### src/rtl/muldiv_pkg.sv
// Shared types and decode helpers for the mul/div scheduler and its tag FIFO.
package muldiv_pkg;

  localparam logic UNIT_MUL = 1'b0;
  localparam logic UNIT_DIV = 1'b1;

  // One-hot op bit positions
  localparam int MUL_W  = 0;
  localparam int MUL_H  = 1;
  localparam int MUL_HU = 2;
  localparam int DIV_W  = 0;
  localparam int MOD_W  = 1;
  localparam int DIV_WU = 2;
  localparam int MOD_WU = 3;

  typedef struct packed {
    logic unit;
    logic sel_hi;  // mul: upper product half; div: remainder
    logic kill;
  } tag_t;

  function automatic logic sel_decode(input logic unit, input logic [2:0] mop,
                                      input logic [3:0] dop);
    return (unit == UNIT_DIV) ? (dop[MOD_W] | dop[MOD_WU]) : (mop[MUL_H] | mop[MUL_HU]);
  endfunction

endpackage

### src/rtl/muldiv_tag_fifo.sv
// Circular program-order tag FIFO; kill_all marks every live entry as discarded.
module muldiv_tag_fifo
  import muldiv_pkg::*;
#(
  parameter int DEPTH = 4,
  localparam int AW = $clog2(DEPTH),
  localparam int CW = AW + 1
) (
  input  logic          clk,
  input  logic          rst,
  input  logic          push,
  input  tag_t          push_tag,
  input  logic          pop,
  input  logic          kill_all,
  output tag_t          head,
  output logic [CW-1:0] count,
  output logic          full,
  output logic          empty
);

  tag_t          mem_q [DEPTH];
  tag_t          mem_d [DEPTH];
  logic [AW-1:0] wr_q, wr_d, rd_q, rd_d;
  logic [CW-1:0] count_q, count_d;
  logic [AW-1:0] off;

  always_comb begin
    mem_d = mem_q;
    off   = '0;
    for (int i = 0; i < DEPTH; i++) begin
      // distance from head decides whether slot i currently holds a live entry
      off = AW'(i) - rd_q;
      if (kill_all && ({1'b0, off} < count_q)) mem_d[i].kill = 1'b1;
    end
    if (push) mem_d[wr_q] = push_tag;
    wr_d    = wr_q + AW'(push);
    rd_d    = rd_q + AW'(pop);
    count_d = count_q + CW'(push) - CW'(pop);
  end

  always_ff @(posedge clk) begin
    if (rst) begin
      for (int i = 0; i < DEPTH; i++) mem_q[i] <= '0;
      wr_q    <= '0;
      rd_q    <= '0;
      count_q <= '0;
    end else begin
      mem_q   <= mem_d;
      wr_q    <= wr_d;
      rd_q    <= rd_d;
      count_q <= count_d;
    end
  end

  assign head  = mem_q[rd_q];
  assign count = count_q;
  assign full  = (count_q == CW'(DEPTH));
  assign empty = (count_q == '0);

endmodule

### src/rtl/muldiv_sched.sv
// In-order issue/retire scheduler between EX/MEM and the shared mul/div units.
// Define MULDIV_SCHED_RESP_REG_EN to add a one-entry output register toward MEM.
module muldiv_sched
  import muldiv_pkg::*;
#(
  parameter int DEPTH = 4
) (
  input  logic        clk,
  input  logic        rst,
  input  logic        flush,
  input  logic        req_valid,
  output logic        req_ready,
  input  logic        req_unit,
  input  logic [2:0]  req_mul_op,
  input  logic [3:0]  req_div_op,
  input  logic [31:0] req_src1,
  input  logic [31:0] req_src2,
  output logic        to_mul_req_valid,
  input  logic        from_mul_req_ready,
  output logic [2:0]  mul_op,
  output logic [31:0] mul_x,
  output logic [31:0] mul_y,
  output logic        to_mul_resp_ready,
  input  logic        from_mul_resp_valid,
  input  logic [63:0] mul_result,
  output logic        to_div_req_valid,
  input  logic        from_div_req_ready,
  output logic [3:0]  div_op,
  output logic [31:0] div_dividend,
  output logic [31:0] div_divisor,
  output logic        to_div_resp_ready,
  input  logic        from_div_resp_valid,
  input  logic [31:0] div_quotient,
  input  logic [31:0] div_remainder,
  output logic        resp_valid,
  input  logic        resp_ready,
  output logic [31:0] resp_data,
  output logic        busy
);

  localparam int CW = $clog2(DEPTH) + 1;

  tag_t          head, push_tag;
  logic [CW-1:0] count;
  logic          full, empty, push, pop;
  logic          head_valid, head_kill, head_ready, unit_rvalid, out_ready, deliver;
  logic [31:0]   sel_data;

  muldiv_tag_fifo #(.DEPTH(DEPTH)) u_fifo (
    .clk      (clk),
    .rst      (rst),
    .push     (push),
    .push_tag (push_tag),
    .pop      (pop),
    .kill_all (flush),
    .head     (head),
    .count    (count),
    .full     (full),
    .empty    (empty)
  );

  assign mul_op       = req_mul_op;
  assign mul_x        = req_src1;
  assign mul_y        = req_src2;
  assign div_op       = req_div_op;
  assign div_dividend = req_src1;
  assign div_divisor  = req_src2;
  assign busy         = (count != '0);

  always_comb begin
    // Issue side never looks at unit ready when raising valid
    to_mul_req_valid = req_valid & (req_unit == UNIT_MUL) & ~full & ~flush;
    to_div_req_valid = req_valid & (req_unit == UNIT_DIV) & ~full & ~flush;
    req_ready        = (to_mul_req_valid & from_mul_req_ready) |
                       (to_div_req_valid & from_div_req_ready);
    push             = req_ready;
    push_tag         = '{unit: req_unit,
                         sel_hi: sel_decode(req_unit, req_mul_op, req_div_op),
                         kill: 1'b0};

    // A flush discards even the response popping in the same cycle
    head_valid  = ~empty;
    head_kill   = head.kill | flush;
    unit_rvalid = (head.unit == UNIT_DIV) ? from_div_resp_valid : from_mul_resp_valid;
    if (head.unit == UNIT_DIV) sel_data = head.sel_hi ? div_remainder : div_quotient;
    else                       sel_data = head.sel_hi ? mul_result[63:32] : mul_result[31:0];
  end

`ifdef MULDIV_SCHED_RESP_REG_EN
  logic        out_vld_q, out_vld_d;
  logic [31:0] out_data_q, out_data_d;

  assign out_ready = ~out_vld_q | resp_ready;

  always_comb begin
    out_vld_d  = out_vld_q & ~resp_ready;
    out_data_d = out_data_q;
    if (deliver) begin
      out_vld_d  = 1'b1;
      out_data_d = sel_data;
    end
    if (flush) out_vld_d = 1'b0;
  end

  always_ff @(posedge clk) begin
    if (rst) begin
      out_vld_q  <= 1'b0;
      out_data_q <= '0;
    end else begin
      out_vld_q  <= out_vld_d;
      out_data_q <= out_data_d;
    end
  end

  assign resp_valid = out_vld_q;
  assign resp_data  = out_vld_q ? out_data_q : '0;
`else
  assign out_ready  = resp_ready;
  assign resp_valid = head_valid & ~head_kill & unit_rvalid;
  assign resp_data  = resp_valid ? sel_data : '0;
`endif

  always_comb begin
    head_ready        = head_valid & (head_kill | out_ready);
    to_mul_resp_ready = head_ready & (head.unit == UNIT_MUL);
    to_div_resp_ready = head_ready & (head.unit == UNIT_DIV);
    pop               = head_ready & unit_rvalid;
    deliver           = pop & ~head_kill;
  end

endmodule

### config.mk
export PLATFORM = sky130hd
export DESIGN_NAME = muldiv_sched
export DESIGN_NICKNAME = d
export VERILOG_FILES = /design/src/rtl/muldiv_pkg.sv /design/src/rtl/muldiv_tag_fifo.sv /design/src/rtl/muldiv_sched.sv
export SDC_FILE = /design/constraint.sdc
export NUM_CORES = 1
export LEC_CHECK = 0
export BUFFER_PORTS_ARGS = -buffer_cell sky130_fd_sc_hd__buf_2
export CORE_AREA = 2 2 148 150
export CTS_CLUSTER_DIAMETER = 150
export DETAILED_ROUTE_END_ITERATION = 12
export DIE_AREA = 0 0 150 152
export GPL_TIMING_DRIVEN = 0
export MAX_ROUTING_LAYER = met4
export PLACE_DENSITY = 0.41
export SETUP_SLACK_MARGIN = 0.05
export SLEW_MARGIN = 40
export SYNTH_ARGS = -nofsm -noshare
export SYNTH_HDL_FRONTEND = slang
export SYNTH_SLANG_ARGS = --single-unit
export TNS_END_PERCENT = 10
### constraint.sdc
create_clock -name clk -period 2.8 [get_ports clk]
set_input_delay 0.42 -clock clk [delete_from_list [all_inputs] [get_ports clk]]
set_output_delay 0.42 -clock clk [all_outputs]
set_load 0.1 [all_outputs]
==> flow_metrics.py, run 1 <==
metrics = {
    "clocking": {
        "clock_path_buffers": 2,
        "root_buffer": "clkbuf_16",
        "clkTransAtPathRegs_ns": 0.06,
        "cts.sinks": 19,
        "insertion_delay_ns": 0.25,
        "htreeDepth": 1,
        "cts_buffers": 3,
        "cts_tree": "done",
    },
    "cells_and_area": {
        "instances_no_fill": 1012,
        "area_delta_synth_final_pct": 83.92,
        "num_antenna_cells": 0,
        "stdcell_area_mm2": 0.006381,
        "fin_util_pct": 29.89,
        "final_nets": 949,
        "drive_above_1_share_pct": 77.19,
        "fillers": 2303,
    },
    "synth": {
        "synth_cell_types": 34,
        "yosysWarnings": 0,
        "syn_inst": 405,
        "ys_ff_latch": 19,
        "synth-seq-area-share_pct": 10.96,
        "synth_area_mm2": 0.003470,
        "avgSynthCellArea_um2": 8.567,
        "syn_nets": 621,
    },
    "setup_path": {
        "r2r_slack_ns": 0.04,
        "crit_chain": "mux4_2 > mux2i_2 > or3_4 > buf_12 > buf_16 > a211oi_4 > buf_12",
        "path_delay_family": "multiplexers",
        "crit_type": "register to output pin",
        "ff2ff_path_depth": 11,
        "start_kind": "register",
        "worstPathRequired_ns": 2.38,
        "path_buf_inv": 3,
        "worstPathArrival_ns": 2.48,
        "critical-path-max-stage-delay_ns": 0.55,
        "r2r_end": "u_fifo.count[2]$_SDFF_PP0_",
        "cp-end-kind": "output pin",
        "slowest_stage": "mux4_2",
        "critPathMaxFanout": 7,
        "cp.depth": 7,
        "reg2reg_from": "u_fifo.rd_q[0]$_SDFF_PP0_",
        "crit_path_frequent_cell": "buf_12",
    },
    "global_routing": {
        "grtUsageTotal_pct": 11.63,
        "grt.overflow.total": 0,
        "antenna_found_initial": 0,
        "first_global_vias": 3592,
        "grt_pass1_wl_mm": 20.58,
        "grt_max_degree": 12,
    },
    "hold_path": {
        "hold_path.class": "register to register",
        "hold_depth": 2,
        "worstHoldEndpoint": "u_fifo.mem_q[9]$_SDFF_PP0_",
        "min_from": "u_fifo.mem_q[9]$_SDFF_PP0_",
    },
    "sta": {
        "min_period_over_period_pct": 103.6,
        "hold_violations": 0,
        "setup_slack_ns": -0.09995,
        "fin_crit_ns": 2.900,
        "fmax_mhz": 344.8,
        "worst_pin_slew_ns": 0.5888,
        "max_slew_margin_pct": 60.66,
        "rsz0062_at_grt": "true",
        "skew_ns": 0.002722,
        "setup_violations": 31,
        "drv_slew": 0,
        "hold-worst-slack_ns": 0.4600,
    },
    "floorplanning": {
        "core-area_mm2": 0.02135,
        "die_h_um": 152,
        "start_util_pct": 16.25,
        "die_area_mm2": 0.02280,
        "die_w_um": 150,
        "pin_count": 383,
        "rows": 54,
    },
    "routing": {
        "route.detailed.drc": 0,
        "via_count": 3669,
        "drt-pass1-iter-count": 4,
        "wire_per_inst_um": 13.85,
        "ant_nets": 0,
        "drt-total-wl_mm": 14.02,
        "via_per_inst": 3.625,
        "drt_iter0_markers": 67,
    },
    "power": {
        "p_per_area_mw_per_mm2": 569.3,
        "ir_drop_mv": 0.2423,
        "p_leak_nw": 2.963,
    },
    "place": {
        "postPlaceCellArea_mm2": 0.005654,
        "dp_hpwl_mm": 12.05,
        "place_ws_ns": -0.1271,
        "dp_cells": 1000,
        "portBuffers": 315,
        "routabilityCongestion": 0.7233,
    },
    "run_status": {
        "violations": "negative setup slack",
        "status": "finished with violations",
    },
    "flow_run": {
        "maxCapViolations": 0,
    },
}
Yosys cell counts:
library cell,n,area share [%]
nor2_1,42,4.5
and3_1,1,0.18
buf_1,2,0.22
buf_2,8,1.2
mux2_2,40,13
nand3_1,1,0.14
or3_1,2,0.36
a211oi_1,9,1.9
buf_6,4,1.3
clkbuf_2,1,0.14
mux4_1,1,0.76
a211oi_2,30,11
buf_4,138,30
fa_1,1,0.58
mux2i_1,41,12
nor3_1,2,0.29
xor2_1,1,0.25
o311ai_0,1,0.25
nand2_1,1,0.11
nor3b_1,2,0.43
a21oi_1,6,0.87
clkbuf_1,6,0.65
ha_1,6,2.2
nor2b_1,7,1.3
inv_1,11,1.2
a311oi_1,1,0.25
o211ai_1,1,0.22
nand2b_1,8,1.4
o21bai_1,1,0.22
dfxtp_1,19,11
mux4_2,1,0.65
o21ai_0,5,0.72
xnor2_1,4,1.0
a2bb2oi_1,1,0.25
layout make-up:
cell class	instances	area, µm²	area share (%)
clock buffers	3	75.07	1.176
multi-input cells	216	2155	33.76
clock inverters	1	5.005	0.07843
well taps	280	350.3	5.490
repair buffers	323	2147	33.65
inverters	11	41.29	0.6471
plain buffers	159	1222	19.16
flip-flops and latches	19	385.4	6.039
stage by stage:
stage          setup TNS [ns]  total power [mW]
2_1_floorplan          -5.974             2.598
3_3_place_gp           -4.582             3.035
3_5_place_dp           -2.494             3.033
4_1_cts                -2.609             3.595
5_1_grt                -3.890             3.796
6_report               -1.946             3.633
sequential cells by signal, summed over array words and instances (netlist names):
name,count
u_fifo.wr_q,2
u_fifo.mem_q,12
u_fifo.count,3
u_fifo.rd_q,2
layer usage:
layer	global-route usage [%]	share of wire [%]	vias to the layer above
met4	0.9434	0.18	0
met2	21.96	54	133
met5	-	0	-
met3	1.081	6.3	2
met1	13.72	39	1656
li1	-	-	1878
placed cells by master, fill, tap and decap left out, types with 2 or more instances in the layout:
master / instances
xnor2_1: 4
nor3_1: 2
dfxtp_1: 17
mux2i_1: 38
nor2_1: 41
mux2i_2: 3
nor3b_1: 2
clkbuf_2: 2
buf_6: 6
ha_1: 6
a21oi_1: 6
clkbuf_16: 4
a211oi_2: 2
nor2b_1: 7
nand2b_1: 8
buf_4: 144
o21ai_0: 5
buf_12: 34
a211oi_1: 6
a211oi_4: 31
buf_2: 290
inv_1: 11
mux2_2: 40
clkbuf_1: 3
mux4_2: 2
cells by family (layout without fill, tap and decap cells):
logic type      count (synthesis)  count (layout)  synth area share [%]
buf+inv                       170             497                 34.51
mux                            83              83                 26.22
simple gates                   66              66                 8.763
compound gates                 55              55                 15.54
flops                          19              19                 10.96
fa+ha+maj                       7               7                 2.741
xor+xnor                        5               5                 1.262
report_power, final:
group	switching [mW]	leakage [nW]	internal (mW)
sequential	0.0298	0.156	0.321
clock	0.106	0.0409	0.191
combinational	2.05	2.77	0.931
how the worst max path moves through the flow:
stage / start / to
floorplan: flush / to_div_req_valid
global placement: u_fifo.rd_q[1]$_SDFF_PP0_ / resp_data[7]
detailed placement: u_fifo.rd_q[0]$_SDFF_PP0_ / resp_data[15]
CTS: u_fifo.rd_q[0]$_SDFF_PP0_ / resp_data[7]
global route: u_fifo.rd_q[0]$_SDFF_PP0_ / resp_data[2]
finish: u_fifo.rd_q[0]$_SDFF_PP0_ / resp_data[9]
worst reg2reg max path, delay by kind of cell, from the launching register on:
| kind | cells | cell delay [ns] |
|---|---|---|
| mux | 2 | 0.81 |
| compound gates | 1 | 0.19 |
| xor+xnor | 3 | 0.48 |
| fa+ha+maj | 2 | 0.53 |
| buf+inv | 2 | 0.22 |
| simple gates | 1 | 0.05 |
| flops | 1 | 0.36 |
repair_timing:
item | 4_1_cts | 5_1_grt
pin swaps | 11 | 3
gates cloned | 0 | 1
endpoints found under the setup margin | 35 | 35
gates resized for setup | 144 | 14
hold buffers | 0 | 0
hold endpoints to repair | 0 | 0
setup buffers | 1 | 6
No activity file was read; power rests on OpenSTA's default activity.
==> inputs of run 2 (changes only) <==
--- a/config.mk
+++ b/config.mk
@@ -6,13 +6,16 @@
 export NUM_CORES = 1
 export LEC_CHECK = 0
 export BUFFER_PORTS_ARGS = -buffer_cell sky130_fd_sc_hd__buf_2
-export CORE_AREA = 2 2 148 150
+export CELL_PAD_IN_SITES_DETAIL_PLACEMENT = 0
+export CELL_PAD_IN_SITES_GLOBAL_PLACEMENT = 1
+export CORE_AREA = 2 2 150 152
 export CTS_CLUSTER_DIAMETER = 150
 export DETAILED_ROUTE_END_ITERATION = 12
-export DIE_AREA = 0 0 150 152
+export DIE_AREA = 0 0 152 154
 export GPL_TIMING_DRIVEN = 0
 export MAX_ROUTING_LAYER = met4
-export PLACE_DENSITY = 0.41
+export PLACE_DENSITY = 0.58
+export REMOVE_ABC_BUFFERS = 1
 export SETUP_SLACK_MARGIN = 0.05
 export SLEW_MARGIN = 40
 export SYNTH_ARGS = -nofsm -noshare
==> run 2 against run 1 <==
The flow still finishes with violations (negative setup slack); sequential power grew 7.7%; clock-buffer cell count unchanged; clock skew decreased by 0.00098 ns; hold slack worse by 0.0042 ns; register-to-register slack improved by 0.10 ns; die area is 2.7% higher; routed wire length rose by 79%; non-clock buffer count is 279 lower; critical path type unchanged.
==> flow_metrics.py, run 2 (synthesis gave the netlist of run 1 again) <==
metrics = {
    "place": {
        "routabilityCongestion": 0.8031,
        "place_ws_ns": -0.6777,
        "dp_hpwl_mm": 20.75,
        "portBuffers": 184,
        "postPlaceCellArea_mm2": 0.003672,
    },
    "setup_path": {
        "start_kind": "register",
        "worstPathRequired_ns": 2.38,
        "cp-end-kind": "output pin",
        "critPathMaxFanout": 16,
        "r2r_end": "u_fifo.count[2]$_SDFF_PP0_",
        "ff2ff_path_depth": 10,
        "crit_type": "register to output pin",
        "worstPathArrival_ns": 2.62,
        "r2r_slack_ns": 0.14,
        "reg2reg_from": "u_fifo.rd_q[0]$_SDFF_PP0_",
    },
    "global_routing": {
        "antenna_found_initial": 0,
        "grtUsageTotal_pct": 20.57,
        "grt_max_degree": 45,
        "grt.overflow.total": 0,
        "grt_pass1_wl_mm": 31.46,
        "first_global_vias": 2955,
    },
    "power": {
        "p_sw_mw": 1.387,
        "sw_frac_of_total_pct": 53.73,
        "ir_drop_mv": 0.3637,
        "power_frac_seq_pct": 14.6,
        "p_per_area_mw_per_mm2": 579.0,
        "p_total_mw": 2.581,
        "p_leak_nw": 1.767,
        "p_clk_share_pct": 11.6,
        "internal_power_mw": 1.194,
        "comb_power_share_pct": 73.7,
    },
    "routing": {
        "wire_per_inst_um": 34.16,
        "drt-pass1-iter-count": 4,
        "via_count": 3159,
        "drt-total-wl_mm": 25.04,
        "route.detailed.drc": 0,
        "ant_nets": 0,
        "drt_iter0_markers": 113,
        "via_per_inst": 4.310,
    },
    "hold_path": {
        "hold_path.class": "register to register",
        "hold_depth": 2,
        "min_from": "u_fifo.mem_q[0]$_SDFF_PP0_",
        "worstHoldEndpoint": "u_fifo.mem_q[0]$_SDFF_PP0_",
    },
    "clocking": {
        "insertion_delay_ns": 0.25,
        "cts_buffers": 3,
        "clkTransAtPathRegs_ns": 0.06,
        "cts_tree": "done",
        "cts.sinks": 19,
        "htreeDepth": 1,
        "clock_path_buffers": 2,
        "root_buffer": "clkbuf_16",
    },
    "sta": {
        "setup_violations": 32,
        "fin_crit_ns": 3.039,
        "max_slew_margin_pct": 57.20,
        "fin_setup_tns_ns": -4.582,
        "worst_pin_slew_ns": 0.6406,
        "hold_violations": 0,
        "fmax_mhz": 329.0,
        "drv_slew": 0,
        "rsz0062_at_grt": "true",
        "min_period_over_period_pct": 108.5,
        "skew_ns": 0.001740,
        "setup_slack_ns": -0.2391,
    },
    "cells_and_area": {
        "multi_input_comb_area_mm2": 0.002016,
        "largest_reg_flops": 12,
        "drive_above_1_share_pct": 63.36,
        "stdcell_area_mm2": 0.004458,
        "area_delta_synth_final_pct": 28.49,
        "fin_util_pct": 20.56,
        "fillers": 2422,
        "num_antenna_cells": 0,
        "final_nets": 670,
        "top_register": "u_fifo.mem_q",
        "final_cell_mix": "buf_2 (151), nor2_1 (42), mux2i_1 (40), mux2_2 (39), a211oi_2 (20)",
        "final_common_cell": "buf_2",
        "seqCellArea_um2": 387.9,
    },
    "floorplanning": {
        "die_area_mm2": 0.02341,
        "die_w_um": 152,
        "rows": 54,
        "core-area_mm2": 0.02169,
        "die_h_um": 154,
        "start_util_pct": 16.00,
        "pin_count": 383,
    },
    "flow_run": {
        "maxCapViolations": 0,
    },
    "run_status": {
        "status": "finished with violations",
        "violations": "negative setup slack",
    },
}
[run 2: cell count changes in the layout (fill, tap and decap cells not counted), sizes merged]
cell,change
buf,-277
clkbuf,-2
[run 2: critical path, stage by stage (launching register included)]
cell,delay [ns]
dfxtp_4,0.38
mux4_4,0.70
buf_16,0.20
buf_16,0.16
mux2_2,0.23
nor2_1,0.06
a211oi_4,0.39
buf_12,0.23
[run 2: metal layers]
layer	wire length [µm]	GRT usage (%)	up-vias
met5	0	-	-
li1	-	-	1338
met4	389	3.115	0
met2	11080	31.12	406
met3	5169	20.12	26
met1	8398	19.15	1389
[run 2: area by class of cell]
type | instances | area share [%]
Clock buffer | 3 | 1.684
Clock inverter | 1 | 0.1123
Inverter | 11 | 0.9262
Multi-Input combinational cell | 216 | 45.21
Sequential cell | 19 | 8.701
Tap cell | 280 | 7.859
Timing Repair Buffer | 203 | 35.50
[run 2: how the worst max path moves through the flow]
stage                              startpoint            end  slack (ns)
detailed placement  u_fifo.rd_q[0]$_SDFF_PP0_  resp_data[30]       -0.68
global placement    u_fifo.rd_q[0]$_SDFF_PP0_  resp_data[30]       -2.55
global route        u_fifo.rd_q[0]$_SDFF_PP0_  resp_data[30]       -0.29
CTS                 u_fifo.rd_q[0]$_SDFF_PP0_  resp_data[30]       -0.26
floorplan           u_fifo.rd_q[0]$_SDFF_PP0_   resp_data[0]       -2.84
finish              u_fifo.rd_q[0]$_SDFF_PP0_  resp_data[30]       -0.24
[run 2: per-stage QoR]
step                      hold WS [ns]  std cells
after global routing            0.4794        733
after floorplan                 0.4218        246
after global placement          0.4461        710
after CTS                       0.4580        728
final                           0.4558        733
after detailed placement        0.4511        714
[run 2: timing repair]
action,in CTS,in global routing
hold endpoints to repair,0,0
hold buffers,0,0
buffers inserted,8,3
endpoints found under the setup margin,35,34
gates cloned,2,2
pin swaps,6,9
resized for setup,74,47
[run 2: power by group through the flow]
| stage | clock network, mW | registers (mW) | logic, mW |
|---|---|---|---|
| 6_report | 0.300 | 0.378 | 1.90 |
| 5_1_grt | 0.317 | 0.389 | 2.02 |
| 4_1_cts | 0.309 | 0.381 | 1.78 |
| 3_5_place_dp | 0 | 0.397 | 1.55 |
| 3_3_place_gp | 0 | 0.395 | 1.53 |
| 2_1_floorplan | 0 | 0.373 | 1.15 |
==> inputs of run 3 (changes only) <==
--- a/config.mk
+++ b/config.mk
@@ -5,16 +5,16 @@
 export SDC_FILE = /design/constraint.sdc
 export NUM_CORES = 1
 export LEC_CHECK = 0
-export BUFFER_PORTS_ARGS = -buffer_cell sky130_fd_sc_hd__buf_2
 export CELL_PAD_IN_SITES_DETAIL_PLACEMENT = 0
 export CELL_PAD_IN_SITES_GLOBAL_PLACEMENT = 1
-export CORE_AREA = 2 2 150 152
+export CORE_AREA = 2 2 149 151
 export CTS_CLUSTER_DIAMETER = 150
 export DETAILED_ROUTE_END_ITERATION = 12
-export DIE_AREA = 0 0 152 154
+export DIE_AREA = 0 0 151 153
+export DONT_BUFFER_PORTS = 1
 export GPL_TIMING_DRIVEN = 0
 export MAX_ROUTING_LAYER = met4
-export PLACE_DENSITY = 0.58
+export PLACE_DENSITY = 0.35
 export REMOVE_ABC_BUFFERS = 1
 export SETUP_SLACK_MARGIN = 0.05
 export SLEW_MARGIN = 40
==> run 3 against run 2 <==
Clock-buffer cell count unchanged; highest routed layer unchanged; largest power group unchanged; flip-flop and latch count unchanged; sequential share of layout area up 0.68 points; non-clock buffer count down 155; largest cell class unchanged; the flow still finishes with violations (negative setup slack); first-iteration DRC count down 1.8%; global-route usage down 1.6 points; power up 2.3%; cell area down 7.2%.
==> flow_metrics.py, run 3 (synthesis gave the netlist of run 1 again) <==
metrics = {
    "sta": {
        "setup_violations": 33,
        "fin_crit_ns": 3.043,
        "fin_setup_tns_ns": -3.863,
        "fmax_mhz": 328.6,
        "skew_ns": 0.005847,
        "worst_pin_slew_ns": 0.7978,
        "hold_violations": 0,
        "min_period_over_period_pct": 108.7,
        "rsz0062_at_grt": "true",
        "setup_slack_ns": -0.2428,
        "max_slew_margin_pct": 46.70,
        "drv_slew": 0,
    },
    "routing": {
        "ant_nets": 0,
        "drt_iter0_markers": 111,
        "route.detailed.drc": 0,
        "drt-total-wl_mm": 22.54,
        "wire_per_inst_um": 38.94,
        "via_per_inst": 4.458,
        "via_count": 2581,
        "drt-pass1-iter-count": 4,
    },
    "global_routing": {
        "grt.overflow.total": 0,
        "antenna_found_initial": 0,
        "grt_pass1_wl_mm": 27.78,
        "first_global_vias": 2563,
        "grt_max_degree": 49,
        "grtUsageTotal_pct": 18.96,
    },
    "place": {
        "dp_cells": 564,
        "portBuffers": 0,
        "postPlaceCellArea_mm2": 0.003841,
        "routabilityCongestion": 0.8413,
        "dp_hpwl_mm": 19.10,
    },
    "cells_and_area": {
        "drive_above_1_share_pct": 46.49,
        "multi_input_comb_area_mm2": 0.002247,
        "final_cell_mix": "nor2_1 (40), mux2i_1 (40), mux2_2 (39), a211oi_4 (35), buf_16 (21)",
        "num_antenna_cells": 0,
        "stdcell_area_mm2": 0.004136,
        "largest_reg_flops": 12,
        "fin_util_pct": 19.25,
        "fillers": 2329,
        "top_register": "u_fifo.mem_q",
        "area_delta_synth_final_pct": 19.22,
        "seqCellArea_um2": 387.9,
        "instances_no_fill": 579,
        "final_nets": 516,
    },
    "clocking": {
        "cts.sinks": 19,
        "root_buffer": "clkbuf_16",
        "htreeDepth": 1,
        "postCtsHoldBufs": 0,
        "clkTransAtPathRegs_ns": 0.06,
        "cts_buffers": 3,
        "clock_path_buffers": 2,
        "cts_tree": "done",
        "insertion_delay_ns": 0.26,
    },
    "power": {
        "ir_drop_mv": 0.3516,
        "p_per_area_mw_per_mm2": 638.1,
        "p_leak_nw": 1.259,
    },
    "run_status": {
        "status": "finished with violations",
        "violations": "negative setup slack",
    },
    "floorplanning": {
        "die_h_um": 153,
        "die_w_um": 151,
        "start_util_pct": 16.15,
        "rows": 54,
        "pin_count": 383,
        "die_area_mm2": 0.02310,
        "core-area_mm2": 0.02149,
    },
    "flow_run": {
        "maxCapViolations": 0,
    },
    "setup_path": {
        "critPathMaxFanout": 9,
        "start_kind": "register",
        "worstPathRequired_ns": 2.38,
        "worstPathArrival_ns": 2.62,
        "crit_type": "register to output pin",
        "slowest_stage": "mux4_2",
        "critical-path-max-stage-delay_ns": 0.57,
        "cp-end-kind": "output pin",
        "crit_chain": "mux4_2 > mux2i_2 > or3_4 > buf_12 > a211oi_4 > buf_16",
    },
    "hold_path": {
        "hold_path.class": "input pin to register",
    },
}
## run 3: changes by cell type in the layout (fill, tap and decap cells not counted), sizes merged
cell,before,now
clkinv,1,2
buf,199,46
inv,11,10
clkbuf,7,5
mux4,2,3
## run 3: what timing repair did
| action | CTS | global route |
|---|---|---|
| resized for setup | 17 | 3 |
| pin swaps | 3 | 4 |
| setup endpoints to repair | 37 | 36 |
| cloned | 1 | 1 |
| buffers inserted | 6 | 3 |
## run 3: routing by layer
metal	wire length, µm	track usage [%]	vias to the layer above
met1	6718	16.67	1196
met4	194	2.003	0
li1	-	-	1017
met3	5375	20.36	17
met2	10260	28.92	351
met5	0	-	-
## run 3: worst paths after layout
check	startpoint	endpoint	slack [ns]	cells after the start
setup / recovery	u_fifo.rd_q[0]$_SDFF_PP0_	resp_data[5]	-0.24	6
hold / removal	rst	u_fifo.rd_q[1]$_SDFF_PP0_	0.22	1
setup reg to reg	u_fifo.rd_q[0]$_SDFF_PP0_	u_fifo.count[2]$_SDFF_PP0_	-0.06	11
hold reg to reg	u_fifo.mem_q[0]$_SDFF_PP0_	u_fifo.mem_q[0]$_SDFF_PP0_	0.45	2
## run 3: cell type report
cell class              instances  share of cell area [%]
repair buffers                 48                   24.80
clock buffers                   3                   1.815
clock inverters                 1                  0.1210
multi-input cells             217                   54.33
flip-flops and latches         19                   9.377
inverters                      11                   1.089
well taps                     280                   8.469
## run 3: power breakdown
| part | internal (mW) | total, mW | switching [mW] |
|---|---|---|---|
| combinational | 0.713 | 1.94 | 1.23 |
| sequential | 0.321 | 0.392 | 0.0708 |
| clock | 0.192 | 0.304 | 0.112 |
## run 3: worst max-delay path, delay by kind of cell (launching register included)
family / cells / cell delay (ns)
AO/OA/AOI/OAI: 1 / 0.43
AND/OR/NAND/NOR: 1 / 0.38
buffers and inverters: 2 / 0.40
flip-flops: 1 / 0.38
multiplexers: 2 / 0.76
## run 3: per-stage QoR
step	hold slack (ns)	power, mW	setup slack, ns
after global placement	0.4362	1.702	-4.131
after global routing	0.2179	2.768	-0.3019
after floorplan	0.4218	1.522	-2.843
final	0.2223	2.640	-0.2428
after detailed placement	0.4412	2.223	-0.5956
after CTS	0.2171	2.643	-0.2730
